--- config.mk ---
export PLATFORM = sky130hd
export DESIGN_NAME = run_dump_ctrl
export DESIGN_NICKNAME = d
export VERILOG_FILES = /design/src/rtl/pipe_dbg_pkg.sv /design/src/rtl/pc_stall_detect.sv /design/src/rtl/run_dump_ctrl.sv
export SDC_FILE = /design/constraint.sdc
export NUM_CORES = 1
export LEC_CHECK = 0
export CAP_MARGIN = 20
export CORE_MARGIN = 5
export CORE_UTILIZATION = 30
export CTS_BUF_LIST = sky130_fd_sc_hd__clkbuf_16
export DETAILED_ROUTE_END_ITERATION = 12
export PLACE_DENSITY = 0.62
export SETUP_SLACK_MARGIN = 0.1
export SKIP_CTS_REPAIR_TIMING = 1
export SLEW_MARGIN = 15
export SYNTH_ARGS = -nofsm -noshare
export SYNTH_HDL_FRONTEND = slang
export SYNTH_SLANG_ARGS = --single-unit
--- constraint.sdc ---
create_clock -name clk_i -period 4.31 [get_ports clk_i]
set_input_delay 0.862 -clock clk_i [delete_from_list [all_inputs] [get_ports clk_i]]
set_output_delay 0.862 -clock clk_i [all_outputs]
set_load 0.05 [all_outputs]
--- src/rtl/pipe_dbg_pkg.sv ---
// Shared types for the Pipe_CPU bring-up run/dump controller.
// The dump-beat layout fixes the register index and data widths used by run_dump_ctrl.
package pipe_dbg_pkg;

    localparam int DBG_DATA_W = 32;
    localparam int DBG_ADDR_W = 5;

    typedef enum logic [2:0] {
        IDLE,
        RUN,
        DUMP_RD,
        DUMP_OUT,
        DONE
    } dbg_state_t;

    typedef struct packed {
        logic [DBG_ADDR_W-1:0] idx;
        logic [DBG_DATA_W-1:0] data;
    } dump_beat_t;

endpackage

--- src/rtl/pc_stall_detect.sv ---
// Detects a halted CPU: counts consecutive cycles in which the fetch PC repeats
// and flags the cycle in which that count reaches STALL_LIMIT.
module pc_stall_detect #(
    parameter int PC_W        = 32,
    parameter int STALL_LIMIT = 8
) (
    input  logic            clk_i,
    input  logic            rst_i,
    input  logic            clear_i,
    input  logic            active_i,
    input  logic            halt_en_i,
    input  logic [PC_W-1:0] pc_i,
    output logic            halt_o
);

    localparam int STUCK_W = $clog2(STALL_LIMIT + 1);
    localparam logic [STUCK_W-1:0] LIMIT = STUCK_W'(STALL_LIMIT);

    logic [PC_W-1:0]    prev_pc_reg;
    logic               prev_vld_reg;
    logic [STUCK_W-1:0] stuck_reg;
    logic [STUCK_W-1:0] stuck_next;

    // No previous PC exists in the first active cycle, so it never counts as a repeat.
    always_comb begin
        stuck_next = '0;
        if (prev_vld_reg && (pc_i == prev_pc_reg)) begin
            stuck_next = (stuck_reg == LIMIT) ? stuck_reg : stuck_reg + 1'b1;
        end
    end

    assign halt_o = halt_en_i && active_i && (stuck_next == LIMIT);

    always_ff @(posedge clk_i or negedge rst_i) begin
        if (!rst_i) begin
            prev_pc_reg  <= '0;
            prev_vld_reg <= 1'b0;
            stuck_reg    <= '0;
        end else if (clear_i) begin
            prev_vld_reg <= 1'b0;
            stuck_reg    <= '0;
        end else if (active_i) begin
            prev_pc_reg  <= pc_i;
            prev_vld_reg <= 1'b1;
            stuck_reg    <= stuck_next;
        end
    end

endmodule

--- src/rtl/run_dump_ctrl.sv ---
// Run controller for Pipe_CPU bring-up: releases the CPU from reset for one run,
// ends it on a cycle limit or a stuck PC, then streams the register file over valid/ready.
module run_dump_ctrl
    import pipe_dbg_pkg::*;
#(
    parameter int DATA_W      = DBG_DATA_W,
    parameter int NREG        = 32,
    parameter int ADDR_W      = DBG_ADDR_W,
    parameter int PC_W        = 32,
    parameter int CNT_W       = 16,
    parameter int MAX_CYCLES  = 100,
    parameter int STALL_LIMIT = 8
) (
    input  logic              clk_i,
    input  logic              rst_i,
    input  logic              start_i,
    input  logic              halt_en_i,
    input  logic [CNT_W-1:0]  cycle_limit_i,
    input  logic [PC_W-1:0]   pc_i,
    output logic              cpu_rst_o,
    output logic [ADDR_W-1:0] rf_raddr_o,
    input  logic [DATA_W-1:0] rf_rdata_i,
    output logic              dump_valid_o,
    input  logic              dump_ready_i,
    output logic [ADDR_W-1:0] dump_idx_o,
    output logic [DATA_W-1:0] dump_data_o,
    output logic [CNT_W-1:0]  cycle_cnt_o,
    output logic              done_o,
    output logic              timeout_o
);

    localparam logic [CNT_W-1:0]  DEFAULT_LIMIT = CNT_W'(MAX_CYCLES);
    localparam logic [ADDR_W-1:0] LAST_IDX      = ADDR_W'(NREG - 1);

    dbg_state_t        state_reg;
    logic [CNT_W-1:0]  cnt_reg;
    logic [CNT_W-1:0]  limit_reg;
    logic [ADDR_W-1:0] idx_reg;
    dump_beat_t        beat_reg;
    logic              valid_reg;
    logic              cpu_rst_reg;
    logic              done_reg;
    logic              timeout_reg;

    logic [CNT_W-1:0]  cnt_next;
    logic              limit_hit;
    logic              start_accept;
    logic              halt_det;

    assign start_accept = start_i && ((state_reg == IDLE) || (state_reg == DONE));
    assign cnt_next     = (cnt_reg == '1) ? cnt_reg : cnt_reg + 1'b1;
    assign limit_hit    = (cnt_next == limit_reg);

    pc_stall_detect #(
        .PC_W        (PC_W),
        .STALL_LIMIT (STALL_LIMIT)
    ) u_stall (
        .clk_i     (clk_i),
        .rst_i     (rst_i),
        .clear_i   (start_accept),
        .active_i  (state_reg == RUN),
        .halt_en_i (halt_en_i),
        .pc_i      (pc_i),
        .halt_o    (halt_det)
    );

    always_ff @(posedge clk_i or negedge rst_i) begin
        if (!rst_i) begin
            state_reg   <= IDLE;
            cnt_reg     <= '0;
            limit_reg   <= '0;
            idx_reg     <= '0;
            beat_reg    <= '0;
            valid_reg   <= 1'b0;
            cpu_rst_reg <= 1'b0;
            done_reg    <= 1'b0;
            timeout_reg <= 1'b0;
        end else begin
            case (state_reg)
                IDLE, DONE: begin
                    if (start_i) begin
                        limit_reg   <= (cycle_limit_i == '0) ? DEFAULT_LIMIT : cycle_limit_i;
                        cnt_reg     <= '0;
                        done_reg    <= 1'b0;
                        timeout_reg <= 1'b0;
                        cpu_rst_reg <= 1'b1;
                        state_reg   <= RUN;
                    end
                end
                RUN: begin
                    cnt_reg <= cnt_next;
                    // The limit takes precedence when both end conditions fire together.
                    if (limit_hit || halt_det) begin
                        cpu_rst_reg <= 1'b0;
                        timeout_reg <= limit_hit;
                        idx_reg     <= '0;
                        state_reg   <= DUMP_RD;
                    end
                end
                DUMP_RD: begin
                    beat_reg  <= '{idx: idx_reg, data: rf_rdata_i};
                    valid_reg <= 1'b1;
                    state_reg <= DUMP_OUT;
                end
                DUMP_OUT: begin
                    if (dump_ready_i) begin
                        valid_reg <= 1'b0;
                        if (idx_reg == LAST_IDX) begin
                            done_reg  <= 1'b1;
                            state_reg <= DONE;
                        end else begin
                            idx_reg   <= idx_reg + 1'b1;
                            state_reg <= DUMP_RD;
                        end
                    end
                end
                default: state_reg <= IDLE;
            endcase
        end
    end

    assign cpu_rst_o    = cpu_rst_reg;
    assign rf_raddr_o   = idx_reg;
    assign dump_valid_o = valid_reg;
    assign dump_idx_o   = beat_reg.idx;
    assign dump_data_o  = beat_reg.data;
    assign cycle_cnt_o  = cnt_reg;
    assign done_o       = done_reg;
    assign timeout_o    = timeout_reg;

endmodule
# Word-level counts from Yosys, hierarchy flattened
# Cells that the tools add are included.
# word_totals
reg_bits	118
latchBits	0
mem_bits_rw	0
mem_bits_ro	0
inputBits	85
output_inout_bits	62
word_cells	84
mem_count	0
# classes
add_sub_neg	3
multipliers	0
div	0
order_cmp	0
eq_ne	15
n_shift	0
muxes	30
n_bitwise	1
n_reduce_logical	22
# ops
operator	count
$mux W16	3
$eq A32 B32 Y1	1
$pmux W16 S2	1
$add A16 B1 Y16 const B	1
$eq A16 B16 Y1	1
$eq A16 B16 Y1 const B	1
$logic_not A16 Y1	1
$mux W4	4
$mux W5	3
$mux W3	4
$pmux W3 S4	1
$ne A2 B2 Y1 const B	5
$pmux W5 S2	1
$reduce_bool A2 Y1	5
$mux W1	9
$eq A4 B4 Y1 const B	2
$pmux W1 S2	4
$reduce_and A2 Y1	4
$reduce_and A4 Y1	2
$eq A3 B2 Y1 const B	2
$reduce_and A3 Y1	2
$add A5 B1 Y5 const B	1
$eq A5 B5 Y1 const B	1
$add A4 B1 Y4 const B	1
other kinds (7)	11

# Logic depth before layout (Yosys ltp)
# Gate-level depths: netlist of run 1.
# depth
ltp_word	8
ltp_mapped	10
depth_no_buf	10

# Hierarchy
# A second synthesis of run 1 with hierarchy kept.
# unflattened
cells_unflattened	617
hier_area_um2	5983.2
# by_module_without_submodules
mod	n_inst	cells_per_inst	area_per_inst_um2	seq_area_each_um2
run_dump_ctrl	1	392	4071.4	2026.9
pc_stall_detect	1	225	1911.8	925.9

# Worst setup path before layout of run 1
# No wires, ideal clock.
# synth_path
path_kind	reg2reg
from	reg cnt_reg[9] (netlist: cycle_cnt_o[9])
to	reg idx_reg[0] (netlist: rf_raddr_o[0])
setup_ps	121
arrival_time_ps	2906
t_required_ps	4189
slack_ps	1283
stages_incl_launch_ff	10
path_buffers	1
synth_period_minus_slack_ps	3027
path_cell_list	dfrtp_1 buf_2 nand4_2 nor4_2 xnor2_1 xnor2_1 o41a_1 a2111oi_4 o21bai_2 a22o_1
# synth_via
elab_chain_cells	6
word_cells_on_any_way	7
cone_classes	add/sub (1); eq/ne (3); mux (1); reduce/logical (2)
# synth_rtl
item	line_no	text
start, declared	run_dump_ctrl.sv:36	logic [CNT_W-1:0] cnt_reg;
start signal, assigned	run_dump_ctrl.sv:91	cnt_reg <= cnt_next;
$add A16 B1 Y16 / $eq A16 B16 Y1 (equally long branches)	run_dump_ctrl.sv:51	assign cnt_next = (cnt_reg == '1) ? cnt_reg : cnt_reg + 1'b1;
$mux W16 (*)	run_dump_ctrl.sv:51	
$eq A16 B16 Y1 (*)	run_dump_ctrl.sv:52	assign limit_hit = (cnt_next == limit_reg);
$logic_or A1 B1 Y1 (*)	run_dump_ctrl.sv:93	if (limit_hit || halt_det) begin
$ne A2 B2 Y1 (no source line) (*)	--	
$reduce_and A4 Y1 (no source line) (*)	--	
end signal, assigned	run_dump_ctrl.sv:112	idx_reg <= idx_reg + 1'b1;
end, declared	run_dump_ctrl.sv:38	logic [ADDR_W-1:0] idx_reg;
# Every way passes the cells marked *; elsewhere a longest branch is shown, timed or not.
# A chain may end at the register's enable or synchronous reset.

# Worst setup path in the final report of run 1
# layout_path
from	reg cnt_reg[1] (netlist: cycle_cnt_o[1])
to	reg idx_reg[0] (netlist: rf_raddr_o[0])
# The elaborated chain is that of the path after synthesis.

==> flow_summary.toml, run 1 <==
[outcome]
status = "complete, no violations"

[synthesis]
synth_nets = 668
async_flop_share_pct = 100
yosys_warnings = 0
ys.flop_type = "dfrtp_1"
ys_seq_elements = 118
synth.distinct_cells = 55
synth.cell_area_sq_um = 5980
ys_seq_area_share_pct = 49.4
avgSynthCellArea_sq_um = 10.3
synth_edf_count = 0
synthesis.instances = 578

[finish]
final_cell_mix = "145 x clkdlybuf4s50_1, 118 x dfrtp_1, 116 x nand2_1"
final_util_pct = 42.5
layout-area-overhead-vs-synth_pct = 38.8
nets = 807
fin_cells = 994
drive_above_1_share_pct = 14.0
final_common_cell = "clkdlybuf4s50_1"
antennaDiodeCount = 0
num-fill-cells = 1910

[cts]
h-tree-depth = 4
cts_tree = "done"
clkLatencyLatePin_ns = 0.42
clockBufferDepth = 2
numCtsBuffers = 17
clk_pin_slew_ns = 0.05
cts_root_buffer = "clkbuf_16"
clock_sinks = 118

[global_routing]
grt_max_degree = 64
overflow = 0
grt_pass1_wl_mm = 25.4
antenna_found_initial = 0
grt_pass1_vias = 4807
grt_use_total_pct = 14.2

[power]
irDropWorstVdd_v = 0.000450
combPwrFrac_pct = 45.8
p_sw_share_pct = 41.9
leakage_nw = 3.52
finalPower_w = 0.00637
pwr-share-clk_pct = 22.3
p_int_w = 0.00370
power_frac_seq_pct = 31.9
switchingPower_w = 0.00267
power_density_nw_per_um2 = 767

[worst_setup_path]
start_kind = "flip-flop"
cp.arrival_ns = 3.47
crit_path_max_fanout = 13
r2r_slack_ns = 1.14
path_class = "reg -> reg"
required_ns = 4.61
endpoint_kind = "flip-flop"

[floorplanning]
die_area_sq_um = 22900
io_pins = 147
die_h_um = 151
core_sq_um = 19500
dieWidth_um = 151
rows = 51
floorplan.initialDensity_pct = 30.6

[min_path]
hp-class = "reg -> reg"

[run]
drv_cap = 0

[sta]
drv_slew = 0
setup_viol = 0
slew-limit-headroom_pct = 42.6
hold_viol_final = 0
grt_setup_unrepaired = "no"
hold_ws_ns = 0.485
clock.fmax_mhz = 316
tns_ns = 0
finalCritPeriodShare_pct = 73.4
clock_skew_ns = 0.0100
fin_crit_ns = 3.17
worst_pin_slew_ns = 0.862

[route]
avgViaCountPerCell = 4.84
drt_pass1_iterations = 6
wl_per_cell_um = 15.8
drtAntennaViolNets = 0
drt_iter0_drc = 309
routed_wl_mm = 15.7
vias = 4811
drc = 0

[place]
hpwl_mm = 11.3
gp_congestion = 0.797
place_inst = 962
portBuffers = 146
[critical path, stage by stage, from the launching register on]
cell	delay, ns
dfrtp_1	0.45
ha_1	0.32
nand3_2	0.26
nor4_2	0.41
xnor2_1	0.22
xnor2_1	0.10
o41a_1	0.35
a2111oi_4	0.52
o21bai_2	0.17
a22o_1	0.25
[routing by layer]
metal | track usage, % | up-vias | wire length [um]
li1 | - | 2322 | -
met1 | 18.4 | 2357 | 6960
met2 | 22.1 | 113 | 7410
met3 | 4.67 | 19 | 1040
met4 | 5.39 | 0 | 274
met5 | 0 | - | 0
[worst paths after layout]
path / to / from / cells past startpoint
worst max-delay path: rf_raddr_o[0] / cycle_cnt_o[1] / 9
worst min register to register: dump_valid_o / dump_valid_o / 1
min in group asynchronous: cycle_cnt_o[9] / rst_i / 1
worst max register to register: rf_raddr_o[0] / cycle_cnt_o[1] / 9
max in group asynchronous: dump_data_o[20] / rst_i / 2
worst min-delay path: dump_valid_o / dump_valid_o / 1
[area by class of cell]
class,count,area (sq um),area share (%)
sequential,118,2950,35.6
multi-input combinational,422,2880,34.7
timing repair buffer,152,1530,18.4
clock buffer,17,425,5.12
tap,265,332,3.99
clock inverter,14,163,1.96
inverter,6,22.5,0.271
[kinds of logic after synthesis]
group           count (synthesis)  synth area share (%)
compound gates                 82                  9.86
xor+xnor                       53                  7.76
fa+ha+maj                       5                  1.05
buf+inv                        38                  2.82
flops                         118                  49.4
mux                            57                  10.7
simple gates                  225                  18.5
[power groups by stage]
stage               Clock, W  Combinational [W]  Sequential [W]
global placement           0            0.00291         0.00203
global route         0.00150            0.00313         0.00211
finish               0.00142            0.00291         0.00203
CTS                  0.00146            0.00293         0.00204
detailed placement         0            0.00292         0.00205
floorplan                  0            0.00119         0.00281
[metrics by stage]
stage                     area (sq um)  worst slack [ns]
after floorplan                   5980              1.28
final                             8300              1.14
after CTS                         8280              1.16
after detailed placement          7690              1.16
after global placement            7690              1.22
after global routing              8300             0.942
[synthesized netlist by cell type, types with 5 or more instances]
library cell,count,area (sq um)
inv_1,6,22.5
nor2_1,25,93.8
o31ai_1,7,52.6
and3_1,5,31.3
a211oi_1,5,37.5
a21oi_1,13,65.1
nand2_1,116,435
a31oi_1,5,31.3
mux2_2,53,597
nor3_1,9,45.0
o21ai_0,17,85.1
ha_1,5,62.6
nand3_1,16,80.1
buf_2,9,45.0
a21o_1,8,60.1
xnor2_1,14,123
buf_1,6,22.5
clkbuf_1,13,48.8
nand4_1,10,62.6
xor2_1,39,342
nor4_1,13,81.3
dfrtp_1,118,2950
nand2b_1,6,37.5
(Power assumes the default switching activity.)
==> inputs of run 2 (changes only) <==
--- a/config.mk
+++ b/config.mk
@@ -10,7 +10,7 @@
 export CORE_UTILIZATION = 30
 export CTS_BUF_LIST = sky130_fd_sc_hd__clkbuf_16
 export DETAILED_ROUTE_END_ITERATION = 12
-export PLACE_DENSITY = 0.62
+export PLACE_DENSITY = 0.64
 export SETUP_SLACK_MARGIN = 0.1
 export SKIP_CTS_REPAIR_TIMING = 1
 export SLEW_MARGIN = 15
==> constraint.sdc (replaced) <==
create_clock -name clk_i -period 2.8 [get_ports clk_i]
set_input_delay 0.56 -clock clk_i [delete_from_list [all_inputs] [get_ports clk_i]]
set_output_delay 0.56 -clock clk_i [all_outputs]
set_load 0.05 [all_outputs]
==> run 2 against run 1 <==
Effect of this change: design area is 5.0% higher; maximum frequency up 20%; hold slack lost 0.41 ns; total power grew 61%; global-route usage rose by 0.44 points; worst setup slack got worse by 0.99 ns; via count grew 0.54%; critical path depth is 1 higher; utilization grew 2.1 points; routed wire length grew 0.69%; critical endpoint unchanged; die area is the same; non-clock buffer count rose by 27.
==> flow_summary.toml, run 2 (same netlist as run 1, synthesis figures left out) <==
[outcome]
status = "complete, no violations"

[global_routing]
grt_pass1_vias = 4977
grt_use_total_pct = 14.7
grt_pass1_wl_mm = 26.2
antenna_found_initial = 1
overflow = 0
grt_max_degree = 44

[cts]
cts_tree = "done"
clockBufferDepth = 2
clk_pin_slew_ns = 0.06
numCtsBuffers = 17
clkLatencyLatePin_ns = 0.41
clock_sinks = 118
cts_root_buffer = "clkbuf_16"
h-tree-depth = 4

[worst_setup_path]
start_kind = "flip-flop"
path_class = "reg -> reg"
endpoint_kind = "flip-flop"
cp.arrival_ns = 2.94
crit_path_max_fanout = 5
required_ns = 3.10

[route]
drt_iter0_drc = 323
vias = 4837
drc = 0
drt_pass1_iterations = 4
drtAntennaViolNets = 0
routed_wl_mm = 15.8
avgViaCountPerCell = 4.73
wl_per_cell_um = 15.5

[place]
place_inst = 987
hpwl_mm = 11.8
dp_slack_ns = 0.0573
gp_congestion = 0.831
portBuffers = 146
place_area_sq_um = 7960

[finish]
fin_cells = 1022
num-fill-cells = 1885
final_common_cell = "clkdlybuf4s50_1"
final-seq-area_sq_um = 2970
layout-area-overhead-vs-synth_pct = 45.8
nets = 834
final_area_sq_um = 8720
multi_input_area_sq_um = 3000
drive_above_1_share_pct = 21.4
antennaDiodeCount = 0
final_cell_mix = "145 x clkdlybuf4s50_1, 116 x nand2_1, 102 x dfrtp_1"

[floorplanning]
dieWidth_um = 151
floorplan.initialDensity_pct = 30.6
io_pins = 147
core_sq_um = 19500
rows = 51
die_area_sq_um = 22900
die_h_um = 151

[sta]
setup_viol = 0
tns_ns = 0
hold_viol_final = 0
drv_slew = 0
slew-limit-headroom_pct = 61.2
worst_pin_slew_ns = 0.581
clock_skew_ns = 0.00887
setup_ws_ns = 0.154
clock.fmax_mhz = 378
fin_crit_ns = 2.65
grt_setup_unrepaired = "yes"
finalCritPeriodShare_pct = 94.5

[power]
power_density_nw_per_um2 = 1180
finalPower_w = 0.0103
irDropWorstVdd_v = 0.000773
leakage_nw = 3.72

[run]
drv_cap = 0

[min_path]
hp-class = "in -> async"
## run 2: cell types whose count changed in the layout (fill, tap and decap cells not counted), sizes merged
cell and change:
clkinvlp -3, buf +27, inv +1, bufinv +3
## run 2: metal layers
layer / GRT usage (%) / share of wire, % / vias to the layer above
met4: 4.44 / 0.77 / 2
li1: - / - / 2378
met5: 0 / 0.082 / -
met3: 5.48 / 7.0 / 10
met1: 18.6 / 44 / 2315
met2: 23.2 / 48 / 132
## run 2: area by class of cell
| cell class | instances | area share, % |
|---|---|---|
| repair buffers | 179 | 19.7 |
| flip-flops and latches | 118 | 34.1 |
| well taps | 265 | 3.80 |
| clock inverters | 15 | 2.86 |
| clock buffers | 17 | 4.88 |
| inverters | 6 | 0.258 |
| multi-input cells | 422 | 34.4 |
## run 2: path summary, 6_finish.rpt
check / startpoint / endpoint / slack [ns] / depth (start not counted)
max in group asynchronous: rst_i / dump_data_o[17] / 2.03 / 2
hold / removal: rst_i / cycle_cnt_o[12] / 0.08 / 1
setup reg to reg: cycle_cnt_o[0] / rf_raddr_o[0] / 0.15 / 10
setup / recovery: cycle_cnt_o[0] / rf_raddr_o[0] / 0.15 / 10
hold reg to reg: dump_valid_o / dump_valid_o / 0.48 / 1
min in group clk_i: dump_valid_o / dump_valid_o / 0.48 / 1
## run 2: critical path, stage by stage, from the launching register on
cell	delay [ns]
dfrtp_2	0.43
ha_4	0.19
and3_4	0.21
nand4_1	0.10
mux2i_2	0.30
xnor2_1	0.13
a2111o_1	0.41
a2111oi_4	0.27
buf_4	0.20
o21bai_4	0.08
a22o_1	0.22
## run 2: per-stage QoR
| step | hold WS [ns] | utilization, % |
|---|---|---|
| after floorplan | 0.264 | - |
| after global placement | 0.463 | 40.7 |
| after detailed placement | 0.469 | 40.7 |
| after CTS | 0.0858 | 44.2 |
| after global routing | 0.0988 | 44.6 |
| final | 0.0776 | 44.6 |
## run 2: power breakdown
group	switching, W	internal, W
Combinational	0.00270	0.00195
Sequential	0.000639	0.00248
Clock	0.000832	0.00168
Total	0.00417	0.00611
